`src/rtl/pass_ctrl_fsm.sv`:
```
// Password-keeper control FSM: boot-time CAM load, then per-request fetch, store or delete.
// All outputs are registered, decoded from the next state.
//
// state          | meaning
// ---------------+-------------------------------------------------------------
// BOOT           | compare load pointer with entry count
// LOAD_CAM       | copy one flash entry into the CAM
// BUSY_CAM       | advance load pointer
// BOOT_DONE      | boot finished, raise boot_done_signal
// IDLE           | wait for go
// GO             | select account path for the CAM search
// SEARCH         | cam_start, wait CAM_LAT cycles for match
// MATCHED        | hit: load stored password
// DEC_START      | start decrypt
// DEC_WAIT       | wait dec_done (timeout guarded)
// ENC_MASTER     | start re-encrypt under local master key
// ENC_WAIT       | wait enc_done (timeout guarded)
// NEW_LOAD       | miss: load new plaintext and master key
// ENC_START      | start encrypt of new password
// ENC_STORE_WAIT | wait enc_done (timeout guarded)
// STORE          | write flash and CAM at address count
// INC            | bump entry count
// DELETE         | clear CAM entry at match_addr
// OUT            | done pulse, error flag, out_reg load
module pass_ctrl_fsm #(
  parameter int ADDR_W  = 4,
  parameter int CAM_LAT = 1,
  parameter int TO_W    = 8
) (
  input  logic              clk,
  input  logic              rst_n,
  input  logic              go,
  input  logic              del,
  input  logic [ADDR_W:0]   stored_cnt,
  input  logic              match,
  input  logic [ADDR_W-1:0] match_addr,
  input  logic              enc_done,
  input  logic              dec_done,
  output logic [ADDR_W-1:0] address_out,
  output logic              cam_start,
  output logic              cam_write_en,
  output logic              cam_clear_en,
  output logic              flash_write_en,
  output logic              start_enc,
  output logic              start_dec,
  output logic              boot_load_reg,
  output logic              pass_enc_reg,
  output logic              plain_reg,
  output logic              out_reg,
  output logic              flash_or_acc_sel,
  output logic              flash_or_acc_reg,
  output logic              flash_acc_reg,
  output logic              flash_pass_reg,
  output logic              new_old_pass_sel,
  output logic              local_master_sel,
  output logic              local_master_reg,
  output logic              boot_done_signal,
  output logic              done,
  output logic              error,
  output logic              full,
  output logic [ADDR_W:0]   count
);

  localparam logic [ADDR_W:0] DEPTH_C   = {1'b1, {ADDR_W{1'b0}}};
  localparam logic [TO_W-1:0] TO_LAST   = '1 - 1'b1;
  localparam logic [2:0]      CAM_LAT_C = 3'(CAM_LAT);

  typedef enum logic [4:0] {
    S_BOOT, S_LOAD_CAM, S_BUSY_CAM, S_BOOT_DONE, S_IDLE, S_GO, S_SEARCH,
    S_MATCHED, S_DEC_START, S_DEC_WAIT, S_ENC_MASTER, S_ENC_WAIT,
    S_NEW_LOAD, S_ENC_START, S_ENC_STORE_WAIT, S_STORE, S_INC, S_DELETE, S_OUT
  } state_t;

  state_t              state, nxt;
  logic [ADDR_W:0]     ptr, n_reg, n_in, n_cur, cnt_d;
  logic                boot_first, del_q, err_d;
  logic [2:0]          cam_cnt;
  logic [TO_W-1:0]     to_cnt;
  logic                in_wait, to_last;

  logic [ADDR_W-1:0]   addr_d;
  logic cam_start_d, cam_write_en_d, cam_clear_en_d, flash_write_en_d;
  logic start_enc_d, start_dec_d, boot_load_reg_d, pass_enc_reg_d;
  logic plain_reg_d, out_reg_d, flash_or_acc_sel_d, flash_or_acc_reg_d;
  logic flash_acc_reg_d, flash_pass_reg_d, new_old_pass_sel_d;
  logic local_master_sel_d, local_master_reg_d, done_d, error_d;

  assign n_in    = (stored_cnt > DEPTH_C) ? DEPTH_C : stored_cnt;
  assign n_cur   = boot_first ? n_in : n_reg;
  assign in_wait = (state == S_DEC_WAIT) || (state == S_ENC_WAIT) ||
                   (state == S_ENC_STORE_WAIT);
  // the counter reaches its limit on the edge that leaves the wait state
  assign to_last = (to_cnt == TO_LAST);

  always_ff @(posedge clk) begin
    if (!rst_n) begin
      state            <= S_BOOT;
      ptr              <= '0;
      n_reg            <= '0;
      boot_first       <= 1'b1;
      del_q            <= 1'b0;
      cam_cnt          <= '0;
      to_cnt           <= '0;
      count            <= '0;
      full             <= 1'b0;
      boot_done_signal <= 1'b0;
      address_out      <= '0;
      cam_start        <= 1'b0;
      cam_write_en     <= 1'b0;
      cam_clear_en     <= 1'b0;
      flash_write_en   <= 1'b0;
      start_enc        <= 1'b0;
      start_dec        <= 1'b0;
      boot_load_reg    <= 1'b0;
      pass_enc_reg     <= 1'b0;
      plain_reg        <= 1'b0;
      out_reg          <= 1'b0;
      flash_or_acc_sel <= 1'b0;
      flash_or_acc_reg <= 1'b0;
      flash_acc_reg    <= 1'b0;
      flash_pass_reg   <= 1'b0;
      new_old_pass_sel <= 1'b0;
      local_master_sel <= 1'b0;
      local_master_reg <= 1'b0;
      done             <= 1'b0;
      error            <= 1'b0;
    end else begin
      state <= nxt;
      if (state == S_BOOT && boot_first) begin
        n_reg      <= n_in;
        boot_first <= 1'b0;
      end
      if (state == S_BUSY_CAM) ptr <= ptr + 1'b1;
      if (state == S_IDLE && go) del_q <= del;
      cam_cnt <= (state == S_SEARCH && nxt == S_SEARCH) ? cam_cnt + 3'd1 : 3'd0;
      to_cnt  <= (in_wait && nxt == state) ? to_cnt + 1'b1 : '0;
      count   <= cnt_d;
      full    <= (cnt_d == DEPTH_C);
      if (state == S_BOOT_DONE) boot_done_signal <= 1'b1;
      address_out      <= addr_d;
      cam_start        <= cam_start_d;
      cam_write_en     <= cam_write_en_d;
      cam_clear_en     <= cam_clear_en_d;
      flash_write_en   <= flash_write_en_d;
      start_enc        <= start_enc_d;
      start_dec        <= start_dec_d;
      boot_load_reg    <= boot_load_reg_d;
      pass_enc_reg     <= pass_enc_reg_d;
      plain_reg        <= plain_reg_d;
      out_reg          <= out_reg_d;
      flash_or_acc_sel <= flash_or_acc_sel_d;
      flash_or_acc_reg <= flash_or_acc_reg_d;
      flash_acc_reg    <= flash_acc_reg_d;
      flash_pass_reg   <= flash_pass_reg_d;
      new_old_pass_sel <= new_old_pass_sel_d;
      local_master_sel <= local_master_sel_d;
      local_master_reg <= local_master_reg_d;
      done             <= done_d;
      error            <= error_d;
    end
  end

  always_comb begin
    nxt   = state;
    err_d = 1'b0;
    cnt_d = count;
    case (state)
      S_BOOT: begin
        if (ptr < n_cur) begin
          nxt = S_LOAD_CAM;
        end else begin
          nxt   = S_BOOT_DONE;
          cnt_d = n_cur;
        end
      end
      S_LOAD_CAM:   nxt = S_BUSY_CAM;
      S_BUSY_CAM:   nxt = S_BOOT;
      S_BOOT_DONE:  nxt = S_IDLE;
      S_IDLE:       if (go) nxt = S_GO;
      S_GO:         nxt = S_SEARCH;
      S_SEARCH: begin
        if (cam_cnt == CAM_LAT_C) begin
          if (del_q) begin
            if (match) nxt = S_DELETE;
            else begin
              nxt   = S_OUT;
              err_d = 1'b1;
            end
          end else if (match) begin
            nxt = S_MATCHED;
          end else if (full) begin
            nxt   = S_OUT;
            err_d = 1'b1;
          end else begin
            nxt = S_NEW_LOAD;
          end
        end
      end
      S_MATCHED:    nxt = S_DEC_START;
      S_DEC_START:  nxt = S_DEC_WAIT;
      S_DEC_WAIT: begin
        if (dec_done) nxt = S_ENC_MASTER;
        else if (to_last) begin
          nxt   = S_OUT;
          err_d = 1'b1;
        end
      end
      S_ENC_MASTER: nxt = S_ENC_WAIT;
      S_ENC_WAIT: begin
        if (enc_done) nxt = S_OUT;
        else if (to_last) begin
          nxt   = S_OUT;
          err_d = 1'b1;
        end
      end
      S_NEW_LOAD:   nxt = S_ENC_START;
      S_ENC_START:  nxt = S_ENC_STORE_WAIT;
      S_ENC_STORE_WAIT: begin
        if (enc_done) nxt = S_STORE;
        else if (to_last) begin
          nxt   = S_OUT;
          err_d = 1'b1;
        end
      end
      S_STORE:      nxt = S_INC;
      S_INC: begin
        nxt = S_OUT;
        if (count < DEPTH_C) cnt_d = count + 1'b1;
      end
      S_DELETE:     nxt = S_OUT;
      S_OUT:        nxt = S_IDLE;
      default:      nxt = S_BOOT;
    endcase
  end

  always_comb begin
    addr_d             = address_out;
    cam_start_d        = 1'b0;
    cam_write_en_d     = 1'b0;
    cam_clear_en_d     = 1'b0;
    flash_write_en_d   = 1'b0;
    start_enc_d        = 1'b0;
    start_dec_d        = 1'b0;
    boot_load_reg_d    = 1'b0;
    pass_enc_reg_d     = 1'b0;
    plain_reg_d        = 1'b0;
    out_reg_d          = 1'b0;
    flash_or_acc_sel_d = 1'b0;
    flash_or_acc_reg_d = 1'b0;
    flash_acc_reg_d    = 1'b0;
    flash_pass_reg_d   = 1'b0;
    new_old_pass_sel_d = 1'b0;
    local_master_sel_d = 1'b0;
    local_master_reg_d = 1'b0;
    done_d             = 1'b0;
    error_d            = 1'b0;
    case (nxt)
      S_LOAD_CAM: begin
        cam_write_en_d     = 1'b1;
        flash_or_acc_reg_d = 1'b1;
        addr_d             = ptr[ADDR_W-1:0];
      end
      S_GO: begin
        flash_or_acc_sel_d = 1'b1;
        flash_or_acc_reg_d = 1'b1;
      end
      S_SEARCH:     cam_start_d = (state != S_SEARCH);
      S_MATCHED: begin
        boot_load_reg_d = 1'b1;
        pass_enc_reg_d  = 1'b1;
        addr_d          = match_addr;
      end
      S_DEC_START: begin
        start_dec_d        = 1'b1;
        new_old_pass_sel_d = 1'b1;
      end
      S_DEC_WAIT: begin
        new_old_pass_sel_d = 1'b1;
        plain_reg_d        = 1'b1;
      end
      S_ENC_MASTER: begin
        start_enc_d        = 1'b1;
        local_master_sel_d = 1'b1;
        local_master_reg_d = 1'b1;
      end
      S_NEW_LOAD: begin
        plain_reg_d        = 1'b1;
        local_master_reg_d = 1'b1;
      end
      S_ENC_START:  start_enc_d = 1'b1;
      S_ENC_STORE_WAIT: begin
        flash_acc_reg_d  = 1'b1;
        flash_pass_reg_d = 1'b1;
      end
      S_STORE: begin
        flash_write_en_d   = 1'b1;
        cam_write_en_d     = 1'b1;
        flash_or_acc_reg_d = 1'b1;
        addr_d             = count[ADDR_W-1:0];
      end
      S_DELETE: begin
        cam_clear_en_d = 1'b1;
        addr_d         = match_addr;
      end
      S_OUT: begin
        out_reg_d = 1'b1;
        done_d    = 1'b1;
        error_d   = err_d;
      end
      default: ;
    endcase
  end

endmodule
```
`config.mk`:
```
export PLATFORM = sky130hd
export DESIGN_NAME = pass_ctrl_fsm
export DESIGN_NICKNAME = d
export VERILOG_FILES = /design/src/rtl/pass_ctrl_fsm.sv
export SDC_FILE = /design/constraint.sdc
export NUM_CORES = 1
export LEC_CHECK = 0
export BUFFER_PORTS_ARGS = -buffer_cell sky130_fd_sc_hd__buf_4
export CORE_AREA = 2 2 94 96
export DETAILED_ROUTE_END_ITERATION = 10
export DIE_AREA = 0 0 96 98
export GPL_TIMING_DRIVEN = 0
export SYNTH_ARGS = -nofsm -noshare
export SYNTH_HDL_FRONTEND = slang
export SYNTH_SLANG_ARGS = --single-unit
```
`constraint.sdc`:
```
create_clock -name clk -period 3.8 [get_ports clk]
set_input_delay 0.38 -clock clk [delete_from_list [all_inputs] [get_ports clk]]
set_output_delay 0.38 -clock clk [all_outputs]
set_load 0.02 [all_outputs]
```
# After elaboration in Yosys (flattened, before gate mapping)

Cells that the tools add are included.

Bits of input ports: 16
Register bits after elaboration: 55
Word-level logic and storage cells: 133

Equal/unequal tests: 36
Mux-type cells: 41
Magnitude comparators: 3
Reduce and logical (&&, ||, !) cells: 22
$add $sub $neg: 4

Operators with widths:

| operator            | count |
|---|---|
| $pmux 5 s16         | 1 |
| $eq 5x4->1 const B  | 15 |
| $mux 5              | 13 |
| $eq 5x3->1 const B  | 7 |
| $eq 5x5->1 const B  | 6 |
| $mux 1              | 22 |
| $reduce_or 2->1     | 9 |
| $pmux 4 s3          | 1 |
| $add 5x1->5 const B | 2 |
| $eq 5x1->1 const B  | 2 |
| $eq 5x2->1 const B  | 2 |
| $pmux 5 s2          | 1 |
| $add 8x1->8 const B | 1 |
| $eq 8x8->1 const B  | 1 |
| $reduce_and 2->1    | 4 |
| $eq 5x5->1          | 1 |
| $gt 5x5->1 const B  | 1 |
| $logic_not 5->1     | 1 |
| $lt 5x5->1          | 1 |
| $lt 5x5->1 const B  | 1 |
| $ne 5x3->1 const B  | 1 |
| $logic_and 1x1->1   | 4 |
| $mux 2              | 2 |
| $add 3x1->3 const B | 1 |
| 5 further kinds     | 6 |

# Depth between registers and ports, before layout

Gate-level depths: netlist (run 1).

Word-level depth: 9
Depth in mapped cells: 11

# Least setup slack after synthesis (run 1)

Ideal clock, no wire load.

Kind: reg-to-reg
From: register boot_first
To: register address_out[1]
Slack: 1318 ps
Required time: 3709 ps
Clock period less this slack: 2482 ps
Stages on the path, launching flop included: 11
Path buffers: 1
Arrival: 2391 ps
Cells stage by stage: dfxtp_1 buf_2 mux2i_1 ha_1 a21o_1 a21oi_1 a31oi_2 a211o_1 xor2_1 a21o_1 a311oi_1

Longest elaborated chain between the ends: 7

Ends and longest elaborated chain:

| what                                                   | line | text |
|---|---|---|
| start: declaration                                     | 76   | `logic boot_first, del_q, err_d;` |
| start signal: assignment                               | 100  | `boot_first <= 1'b1;` |
| start signal: assignment                               | 131  | `boot_first <= 1'b0;` |
| $mux 5 *                                               | 89   | `assign n_cur = boot_first ? n_in : n_reg;` |
| $lt 5x5->1 *                                           | 169  | `if (ptr < n_cur) begin` |
| $mux 2 *                                               | 169  |  |
| $pmux 5 s16 *                                          | 167  | `case (state)` |
| $eq 5x3->1 / $eq 5x5->1 (equally long branches)        | 257  | `case (nxt)` |
| $reduce_or 2->1 (no source line)                       | -    |  |
| $pmux 4 s3 / $reduce_bool 3->1 (equally long branches) | -    |  |
| end signal: assignment                                 | 140  | `address_out <= addr_d;` |
| end: declaration                                       | 39   | `output logic [ADDR_W-1:0] address_out,` |

Mark *: on every way between the ends. The rest lies on a longest branch, timed or not.
A chain may end at the register's enable or synchronous reset.

# Final worst setup path (run 1)

From: register boot_first
To: register address_out[3]

Same word-level chain as after synthesis.

==> results of run 1 <==
-- metrics by stage --
step	std cells	total power [uW]	utilization (%)	hold WS, ns	setup slack, ns
2_1_floorplan	331	1690	-	0.421	1.32
3_3_place_gp	484	2010	39.3	0.431	0.827
3_5_place_dp	484	2020	39.3	0.453	0.795
4_1_cts	492	2360	40.4	0.297	0.846
5_1_grt	492	2550	40.4	0.307	0.615
6_report	492	2360	40.4	0.307	0.825
-- where the power goes --
| part | switching (uW) | total [uW] | internal (uW) |
|---|---|---|---|
| Sequential | 82.2 | 754 | 672 |
| Clock | 187 | 337 | 150 |
| Combinational | 740 | 1260 | 525 |
-- worst paths after layout --
kind	start	to	slack [ns]	depth (start not counted)
worst min register to register	cam_cnt[0]	cam_cnt[0]	0.47	1
worst min-delay path	del	del_q	0.31	3
worst max-delay path	boot_first	address_out[3]	0.82	10
worst max register to register	boot_first	address_out[3]	0.82	10
-- cells by family after synthesis --
| kind of cell | count (synthesis) | share of synthesized area [%] |
|---|---|---|
| adders and majority gates | 10 | 4.39 |
| and+or+nand+nor | 149 | 27.4 |
| DFF | 55 | 38.6 |
| AOI/OAI and AO/OA | 59 | 15.2 |
| xor gates and xnor gates | 13 | 3.99 |
| muxes | 16 | 5.66 |
| buffers and inverters | 29 | 4.70 |
-- cell type report --
cell class | count | area (um2)
Clock inverter | 1 | 8.76
Tap cell | 108 | 135
Sequential cell | 55 | 1100
Multi-Input combinational cell | 247 | 1620
Inverter | 10 | 37.5
Fill cell | 869 | 5050
Clock buffer | 7 | 86.3
Buffer | 19 | 96.3
Timing Repair Buffer | 45 | 338
-- per-layer routing --
layer | global-route usage, % | share of wire (%) | vias to the layer above
li1 | - | - | 1285
met1 | 21.6 | 47 | 1187
met2 | 25.4 | 46 | 67
met3 | 3.09 | 5.1 | 7
met4 | 4.07 | 1.1 | 0
met5 | 0 | 0 | -
-- synth_stat cells (all sizes together), types with 7 or more instances --
cell type	instances	area (um2)
dfxtp	55	1100
a21oi	10	50.1
and2	7	46.3
nand3	7	35.0
and3	10	62.6
inv	10	37.5
buf	9	58.8
nor3	10	55.1
nor2b	9	56.3
nand2	20	77.6
nor2	58	218
clkbuf	10	37.5
mux2i	15	150
xor2	10	87.6
ha	10	125
nand4	7	43.8
-- critical path: stages, from the launching register on --
cell and delay [ns]:
dfxtp_1 0.32, buf_2 0.23, mux2i_1 0.33, ha_1 0.30
a21o_1 0.18, a21oi_1 0.20, a31oi_2 0.18, a211o_1 0.30
xor2_1 0.43, a211oi_1 0.17, a311oi_1 0.26
==> impl_results.md, run 1 <==
* Remaining DRCs at 0
* Total track usage at 15.8%
* Crit Path Category: reg2reg
* Netlist Area Pre-Place at ~2900 um2
* # port buffers at 45
* DR vias at 2546
* CTS tree: done
* Worst Setup Start Kind: flip-flop
* Total Neg Setup Slack at 0 ns
* Wirelength per Cell at 14.5 um
* Post-CTS Setup Inserts at 0
* Post_cts resized at 0
* Synth warn at 0
* Post-synthesis sequential area ratio at 38.6%
* Vias in the first global route at ~2.4k
* Initial DRC Count at 92
* Hold Buf Count CTS at 0
* Max VDD drop at 296 uV
* Clk slew on worst S/H paths at approximately 0.1 ns
* Outcome: completed
* Post-synth cell types at between 60 and 70
* Reg with most FFs: to_cnt
* Final Hold Fails at 0
* # IOs at 46
* First-pass GRT wire length at 11800 um
* Synthesis-to-layout area growth at 19.9%
* Measured slew at the worst slew-check pin at 0.767 ns
* Mapped Cells at 331
* Die width at 96 um
* Most common cell after layout, fill and taps aside: nor2_1
* Pwr dens at 689 nW/um2
* Largest register FFs at 8
* Clk_lat worst skew at 0.31 ns
* Initial core utilization at 33.7%
* Root Driver: clkbuf_8
* Critical path required time at ~4 ns
* Worst Clk Skew at 0.00619 ns
* Fin. max-slew vios at 0
* Placed cell areas at 3320 um2
* Layout cell share with drive strength beyond 1 at 19.5%
* Period utilization at 78.3%
* Worst rel slew slack at 48.5%
* HP Class: in2reg
* Vias/cell at 5.17
* Final Setup Violations at 0
* TritonCTS buffer count at 5
* Crit path max fanout at 9
* Design Area, Final at 3420 um2
* CP arrival at about 3.2 ns
* Post-synth EDFFs at 0
* Routability Congestion at 0.882
* Most frequent cells in the layout: 58 x nor2_1, 55 x dfxtp_1, 48 x buf_4, 19 x nand2_1, 15 x mux2i_1
* RSZ-0062 raised after global routing: false
* Syn Area/Cell at approximately 8.6 um2
* Leak at 0.00145 uW
* Worst-case clock buffer depth at 2
* Die height at around 98 um
* 1st-pass router iterations at 4
* Largest net degree at the start of global routing at 17
* Ys flop type: dfxtp_1
* Max-capacitance violation count at 0
* Post-Route WL at 7140 um
* Die ar. at about 9400 um2
* Core Rows at 34
* Post-DRT Antenna Nets at 0
* Initial antenna violation count at 0
* # clock sinks at 55
* Remaining Overflow, GRT at 0
* Placed wire-length estimate at roughly 5400 um
* Crit. End Element: flip-flop
* Minimum clock period at approximately 3.0 ns
* CTS H-tree depth at 2
* Layout Nets at 409
* Ys async rst share at 0%
* Yosys reg bits at 55
* ANT cells at 0
* Core area at 8470 um2
* Max Clock Freq at 336 MHz
* Syn Nets at 357
Note: power is estimated with default switching activity, not from simulation.
==> run 2, diff against run 1 <==
==> constraint.sdc (replaced) <==
create_clock -name clk -period 2.5 [get_ports clk]
set_input_delay 0.25 -clock clk [delete_from_list [all_inputs] [get_ports clk]]
set_output_delay 0.25 -clock clk [all_outputs]
set_load 0.02 [all_outputs]
==> run 2 against run 1 <==
Effect of this change: the run now ends with negative setup slack left; clock-buffer cell count is the same; cell area up 8.3%; total power up 76%; register-to-register slack worse by 0.89 ns; wire length up 6.9%; utilization is 3.4 points higher; via count grew 2.9%; sequential power increased by 58%; largest power group unchanged.
==> impl_results.md, run 2 (same netlist as run 1, synthesis figures left out) <==
* Minimum clock period at 2.56 ns (was 2.98 ns)
* Clock Power Share at 12.6% (was 14.3%)
* Non-filler cells, final at 501 (was 492)
* Initial core utilization at 33.7% (unchanged)
* DP Cell Count at 484 (unchanged)
* Reg with most FFs: to_cnt (unchanged)
* CTS H-tree depth at 2 (unchanged)
* TritonCTS buffer count at 5 (unchanged)
* Sw Ratio at 42.6% (was 42.8%)
* Crit. End Element: flip-flop (unchanged)
* Vias/cell at 5.23 (was 5.17)
* Clk slew on worst S/H paths at 0.10 ns (about the same)
* Sequential Power Share at 28.8% (was 32.0%)
* Core Rows at 34 (unchanged)
* Place WS at -0.414 ns (was 0.795 ns)
* Switch Pwr at 1770 uW (was 1010 uW)
* Crit path from: boot_first (unchanged)
* Worst rel slew slack at 48.3% (was 48.5%)
* Critical path required time at 2.72 ns (was 4.02 ns)
* 1st-pass router iterations at 4 (unchanged)
* Clk_lat worst skew at 0.31 ns (about the same)
* Failing checks: negative setup slack
* Final Setup Violations at 4 (was 0)
* Final hold slack at 0.174 ns (was 0.307 ns)
* Crit Reg-Reg Startpoint: boot_first (unchanged)
* Layout cell share with drive strength beyond 1 at 28.8% (was 19.5%)
* Crit path max fanout at 7 (was 9)
* # port buffers at 45 (unchanged)
* Worst Clk Skew at 0.00623 ns (was 0.00619 ns)
* Leak at 0.00152 uW (was 0.00145 uW)
* Crit Path Category: reg2reg (unchanged)
* Outcome: complete, but fails checks (was completed)
* Cells on worst reg2reg path at 9 (was 10)
* Combinational share of power at 58.6% (was 53.7%)
* Core area at 8470 um2 (unchanged)
* # IOs at 46 (unchanged)
* Remaining Overflow, GRT at 0 (unchanged)
* RSZ-0062 raised after global routing: true (was false)
* Initial antenna violation count at 0 (unchanged)
* Die ar. at 9410 um2 (unchanged)
* Total Neg Setup Slack at -0.143 ns (was 0 ns)
* Largest net degree at the start of global routing at 17 (unchanged)
* Placed wire-length estimate at 5450 um (unchanged)
* Reg-to-Reg End: address_out[1] (was address_out[3])
* Wirelength per Cell at 15.2 um (was 14.5 um)
* Initial DRC Count at 105 (was 92)
* DR vias at 2621 (was 2546)
* # clock sinks at 55 (unchanged)
* Measured slew at the worst slew-check pin at 0.769 ns (was 0.767 ns)
* Hold Buf Count CTS at 0 (unchanged)
* Max Clock Freq at 390 MHz (was 336 MHz)
* Worst Setup Start Kind: flip-flop (unchanged)
* Routability Congestion at 0.882 (unchanged)
* Pwr dens at 1120 nW/um2 (was 689 nW/um2)
* ANT cells at 0 (unchanged)
* HP Class: in2reg (unchanged)
* Post-Route WL at 7630 um (was 7140 um)
* Vias in the first global route at 2530 (was 2424)
* CTS tree: done (unchanged)
* Max-capacitance violation count at 0 (unchanged)
* Die width at 96 um (unchanged)
* Max VDD drop at 489 uV (was 296 uV)
* Largest register FFs at 8 (unchanged)
* Hold Crit Start: del (unchanged)
* Int Power at 2380 uW (was 1350 uW)
* Post-layout util at 43.8% (was 40.4%)
* Synthesis-to-layout area growth at 29.9% (was 19.9%)
* WHS Path Cells at 3 (unchanged)
* Die height at 98 um (unchanged)
* Final WS setup at -0.0639 ns (was 0.825 ns)
* Hold worst-path end: del_q (unchanged)
* Final Hold Fails at 0 (unchanged)
* R2r setup slk at -0.06 ns (was 0.82 ns)
* Fin. max-slew vios at 0 (unchanged)
* CP arrival at 2.79 ns (was 3.20 ns)
* Most common cell after layout, fill and taps aside: buf_4 (was nor2_1)
* First-pass GRT wire length at 12200 um (was 11800 um)
* Remaining DRCs at 0 (unchanged)
* Root Driver: clkbuf_8 (unchanged)
* Most frequent cells in the layout: 60 x buf_4, 55 x nor2_1, 54 x dfxtp_1, 19 x nand2_1, 11 x mux2i_1 (was 58 x nor2_1, 55 x dfxtp_1, 48 x buf_4, 19 x nand2_1, 15 x mux2i_1)
* Period utilization at 103% (was 78.3%)
* Post-DRT Antenna Nets at 0 (unchanged)
* Worst-case clock buffer depth at 2 (unchanged)
* Layout Nets at 418 (was 409)
* Total track usage at 16.4% (was 15.8%)
==> run 2: cell count changes in the layout (fill, tap and decap cells not counted), sizes merged <==
| cell | before | now |
|---|---|---|
| buf | 54 | 67 |
| clkbuf | 17 | 13 |
==> run 2: per-stage QoR <==
| stage | power [uW] | cell area [um2] |
|---|---|---|
| after detailed placement | 3060 | 3320 |
| after floorplan | 2570 | 2850 |
| after global placement | 3060 | 3320 |
| after global routing | 4440 | 3700 |
| after CTS | 3930 | 3620 |
| final | 4150 | 3700 |
==> run 2: worst max-delay path: stages (launching register included) <==
cell,delay [ns]
dfxtp_4,0.45
mux2i_4,0.29
ha_1,0.26
and3_4,0.17
nand4_1,0.15
a31oi_4,0.14
a211o_4,0.33
xor2_4,0.18
a21o_1,0.24
a311oi_2,0.26
==> run 2: what timing repair did <==
item | 4_1_cts | 5_1_grt
pin swaps | 14 | 9
buffers inserted | 9 | 3
endpoints found under the setup margin | 30 | 26
gates resized for setup | 25 | 22
==> run 2: worst max path at each step <==
| stage | to | slack, ns | cells past startpoint |
|---|---|---|---|
| finish | address_out[1] | -0.06 | 9 |
| floorplan | address_out[1] | 0.02 | 10 |
| global placement | address_out[1] | -0.41 | 10 |
| global route | address_out[1] | -0.15 | 9 |
| CTS | address_out[1] | -0.05 | 10 |
| detailed placement | cam_cnt[2] | -0.41 | 11 |
==> run 2: power by group through the flow <==
stage	registers [uW]	logic (uW)	clock network (uW)
global route	1220	2640	575
global placement	1160	1890	0
CTS	1160	2230	537
floorplan	1220	1350	0
detailed placement	1160	1900	0
finish	1190	2430	521
==> run 2: routing by layer <==
layer	vias to the layer above	track usage [%]	wire length (um)
li1	1304	-	-
met1	1229	21.9	3450
met2	81	27.1	3690
met3	7	2.93	433
met4	0	3.96	59
met5	-	0	0
==> run 2: area by class of cell <==
cell class	count	area, um2
flip-flops and latches	55	1100
repair buffers	57	428
fillers	846	4760
inverters	10	37.5
multi-input cells	247	1810
clock inverters	1	8.76
clock buffers	7	86.3
well taps	108	135
plain buffers	16	98.8
